### config.mk
export PLATFORM = sky130hd
export DESIGN_NAME = period_capture
export DESIGN_NICKNAME = d
export VERILOG_FILES = /design/src/rtl/period_capture.sv
export SDC_FILE = /design/constraint.sdc
export NUM_CORES = 1
export LEC_CHECK = 0
export CORE_MARGIN = 2
export CORE_UTILIZATION = 40
export CTS_BUF_LIST = sky130_fd_sc_hd__clkbuf_8
export DETAILED_ROUTE_END_ITERATION = 6
export PLACE_DENSITY_LB_ADDON = 0.12
export SLEW_MARGIN = 20
export SYNTH_ARGS = -nofsm -noshare
export SYNTH_HDL_FRONTEND = slang
export SYNTH_SLANG_ARGS = --single-unit
### constraint.sdc
create_clock -name clk -period 1.9 [get_ports clk]
set_input_delay 0.38 -clock clk [delete_from_list [all_inputs] [get_ports clk]]
set_output_delay 0.38 -clock clk [all_outputs]
set_load 0.01 [all_outputs]
### src/rtl/period_capture.sv
// Period meter: counts enabled ticks between rising edges of an asynchronous
// input and hands each result to the consumer through a load/ack handshake.
module period_capture #(
    parameter int WIDTH       = 4,
    parameter int SYNC_STAGES = 2
) (
    input  logic             clk,
    input  logic             rst,
    input  logic             en,
    input  logic             sig,
    input  logic             ack,
    output logic [WIDTH-1:0] data,
    output logic             load,
    output logic             ovf,
    output logic             miss,
    output logic             busy
);

    typedef enum logic {
        IDLE,
        MEASURE
    } state_t;

    localparam logic [WIDTH-1:0] CNT_MAX = '1;

    state_t               state, state_nx;
    logic [SYNC_STAGES-1:0] sync;
    logic                 sig_d;
    logic                 rise;
    logic [WIDTH-1:0]     cnt, cnt_nx;
    logic                 pend, pend_nx;
    logic [WIDTH-1:0]     data_nx;
    logic                 load_nx, ovf_nx, miss_nx;

    always_ff @(posedge clk) begin
        if (rst) begin
            sync  <= '0;
            sig_d <= 1'b0;
        end else begin
            sync  <= {sync[SYNC_STAGES-2:0], sig};
            sig_d <= sync[SYNC_STAGES-1];
        end
    end

    assign rise = sync[SYNC_STAGES-1] & ~sig_d;

    always_comb begin
        state_nx = state;
        cnt_nx   = cnt;
        pend_nx  = pend;
        data_nx  = data;
        load_nx  = load;
        ovf_nx   = ovf;
        miss_nx  = miss;

        if (ack)
            load_nx = 1'b0;

        case (state)
            IDLE: begin
                if (rise) begin
                    state_nx = MEASURE;
                    cnt_nx   = WIDTH'(en);
                    pend_nx  = 1'b0;
                end
            end
            MEASURE: begin
                if (rise) begin
                    // The rise cycle's own tick opens the next period.
                    cnt_nx  = WIDTH'(en);
                    pend_nx = 1'b0;
                    if (!load || ack) begin
                        data_nx = cnt;
                        ovf_nx  = pend;
                        load_nx = 1'b1;
                    end else begin
                        miss_nx = 1'b1;
                    end
                end else if (en) begin
                    if (cnt == CNT_MAX)
                        pend_nx = 1'b1;
                    else
                        cnt_nx = cnt + 1'b1;
                end
            end
            default: state_nx = IDLE;
        endcase
    end

    always_ff @(posedge clk) begin
        if (rst) begin
            state <= IDLE;
            cnt   <= '0;
            pend  <= 1'b0;
            data  <= '0;
            load  <= 1'b0;
            ovf   <= 1'b0;
            miss  <= 1'b0;
        end else begin
            state <= state_nx;
            cnt   <= cnt_nx;
            pend  <= pend_nx;
            data  <= data_nx;
            load  <= load_nx;
            ovf   <= ovf_nx;
            miss  <= miss_nx;
        end
    end

    assign busy = (state == MEASURE);

endmodule

==> impl_metrics.py <==
metrics = {
    "sta": {
        "final-hold-violation-count": 0,
        "setup_repair_after_global_routing_missed_its_margin": "false",
        "period_minus_slack_ns": 1.49,
        "min_period_over_period_pct": 78.5,
        "finalSetupViolCount": 0,
        "timing.slew.headroom_pct": 78.7,
        "max_freq_mhz": 670,
        "setup_tns_ns": 0,
        "setup_skew_ns": 0.00152,
        "slew_violations": 0,
        "worst_pin_slew_ns": 0.320,
    },
    "yosys": {
        "synth_area_leaders": "dfxtp_1 47%, mux2i_1 7.3%, nand2_1 6.6%",
        "synth-seq-area-share_pct": 47.0,
        "ys_ff_latch": 16,
        "yosys.area_share.xor_xnor_pct": 0,
        "post_synth.cell_area_avg_sq_um": 9.47,
        "synthArstFlopShare_pct": 0,
        "synthDistinctLibCells": 28,
        "ys_warn_count": 0,
        "synth-edff-count": 0,
        "post_synth_mux_area_share_pct": 7.34,
        "synth.top_cell.area_share_pct": 47.0,
        "synth-compound-area-share_pct": 8.62,
        "synth-adder-area-share_pct": 1.83,
        "combinational_family_with_the_most_area_after_synthesis": "simple AND/OR/NAND/NOR gates",
        "synth.largest_area_cell": "dfxtp_1",
        "synthesis.nets": 78,
        "syn-instance-count": 72,
        "post_synth_and_or_nand_nor_area_fraction_pct": 31.0,
        "top_ff_cell_synth": "dfxtp_1",
        "synthesis.area_sq_um": 682,
    },
    "power_and_ir_drop": {
        "power_per_cell_area_nw_per_um2": 741,
        "static-leakage-power_nw": 0.317,
        "totalPowerFinal_mw": 0.633,
        "largest_vdd_supply_drop_mv": 0.443,
    },
    "placed_design": {
        "routabilityCongestion": 0.765,
        "dp_hpwl_microns": 862,
        "io_buffer_count": 12,
    },
    "finish": {
        "layout_common_cells": "16 x dfxtp_1, 12 x nand2_1, 12 x clkdlybuf4s50_1, 5 x mux2i_1, 5 x nor2_1",
        "final_util_pct": 54.7,
        "mostFrequentLayoutCell": "dfxtp_1",
        "final_layout_size_suffix_gt1_share_pct": 11.8,
        "area_growth_syn_to_layout_pct": 25.1,
        "nFillCells": 149,
        "diodes": 0,
        "final_net_count": 93,
    },
    "worst_setup_path": {
        "path_delay_family": "buffers and inverters",
        "timing.critical_path.slowest_cell_delay_ns": 0.53,
        "sort_of_element_at_the_end_of_the_critical_path": "output port",
        "critPathSlowestCell": "clkdlybuf4s50_1",
        "rr_startpoint": "cnt[0]",
        "startpoint_class_of_the_critical_path": "flop",
        "crit_start": "miss",
        "worstSetupPathType": "reg2out",
        "path_cells": "clkdlybuf4s50_1",
        "worstPathMaxFanout": 2,
        "cp_num_buf_inv": 1,
        "critical_path_required_ns": 1.52,
        "cp_arrival_ns": 1.11,
    },
    "detailed_routing": {
        "firstDrtPassIters": 2,
        "routed_wl_microns": 1150,
        "post_drt_via_cell_ratio": 5.10,
        "final_antenna_net_count": 0,
        "drcViolationCount": 0,
        "first_iter_violations": 3,
        "num_vias": 515,
        "wl_per_cell_microns": 11.4,
    },
    "clock_network": {
        "ctsLongestPathBuffers": 2,
        "clock_tree.root_cell": "clkbuf_8",
        "post_cts_resized": 0,
        "numCtsBuffers": 3,
        "cts_hold_fix_bufs": 0,
        "clock_insertion_delay_worst_skew_ns": 0.24,
        "cts-htree-levels": 1,
        "cts_sinks": 16,
        "tritoncts": "done",
        "clkTransAtPathRegs_ns": 0.06,
        "cts_post_setup_buffers_inserted": 0,
    },
    "grt": {
        "grt_util_all_layers_pct": 13.6,
        "first_global_vias": 445,
        "grt_overflow_total": 0,
        "grt_start_max_net_pins": 12,
        "grt_antenna_before_repair": 0,
        "grt_first_pass_wirelength_microns": 1930,
    },
    "hold_path": {
        "hold_path_class": "reg2reg",
        "holdCritStartpoint": "sync[0]",
    },
    "floorplan": {
        "initial_utilization_pct": 43.7,
        "floorplan.die_area_sq_um": 2050,
        "die_h_microns": 45.3,
        "fp.dieW_microns": 45.3,
        "floorplan.rows": 14,
        "i_o_pin_count": 13,
        "design.core.area_sq_um": 1560,
    },
    "outcome": {
        "result_of_the_run": "finished clean",
    },
    "run": {
        "max_cap_violations": 0,
    },
}
-- where the power goes --
part	switching (mW)	internal (mW)
logic	0.0199	0.0225
registers	0.00419	0.341
clock network	0.105	0.140
total	0.129	0.504
-- kinds of logic (layout without fill, tap and decap cells) --
logic type                 count (synthesis)  count (layout)
muxes                                      5               5
DFF                                       16              16
adders and majority gates                  1               1
and+or+nand+nor                           36              36
buffers and inverters                      5              18
AOI/OAI and AO/OA                          9               9
-- registers in the layout, summed over array words and instances (netlist names) --
| register | count |
|---|---|
| cnt | 4 |
| data | 4 |
| sync | 2 |
| busy | 1 |
| load | 1 |
| miss | 1 |
| ovf | 1 |
| pend | 1 |
| sig_d | 1 |
-- cell usage after synthesis, drive strengths merged (2+ instances only) --
cell type and number:
dfxtp 16, nand2 12, mux2i 5, nor2 5, a31oi 3, and2b 3
buf 3, nor2b 3, a21oi 2, nand4 2, nor3 2, or4b 2
-- path summary, 6_finish.rpt --
kind | end | slack (ns) | depth (start not counted)
worst max register to register | cnt[0] | 0.44 | 4
worst max-delay path | miss | 0.41 | 1
worst min-delay path | sync[1] | 0.44 | 1
worst min register to register | sync[1] | 0.44 | 1
-- per-stage QoR --
| step | instance area, sq um | std cells | worst slack, ns | hold WS (ns) |
|---|---|---|---|---|
| after floorplan | 682 | 72 | 0.537 | 0.411 |
| after global placement | 812 | 98 | 0.234 | 0.414 |
| after detailed placement | 812 | 98 | 0.185 | 0.421 |
| after CTS | 853 | 101 | 0.405 | 0.435 |
| after global routing | 853 | 101 | 0.370 | 0.458 |
| final | 853 | 101 | 0.408 | 0.436 |
-- area by class of cell --
| type | instances | area [sq um] | share of cell area (%) |
|---|---|---|---|
| flip-flops and latches | 16 | 320 | 37.5 |
| inverters | 1 | 3.75 | 0.440 |
| multi-input cells | 51 | 333 | 39.0 |
| clock buffers | 3 | 41.3 | 4.84 |
| well taps | 16 | 20.0 | 2.35 |
| repair buffers | 14 | 135 | 15.8 |
-- layer usage --
| layer | global-route usage [%] | up-vias | share of wire, % |
|---|---|---|---|
| met5 | 0 | - | 0 |
| met4 | 10.6 | 0 | 1.6 |
| met3 | 2.40 | 2 | 3.1 |
| met2 | 18.9 | 8 | 42 |
| met1 | 18.6 | 231 | 53 |
| li1 | - | 274 | - |
Note: power is estimated with default switching activity, not from simulation.
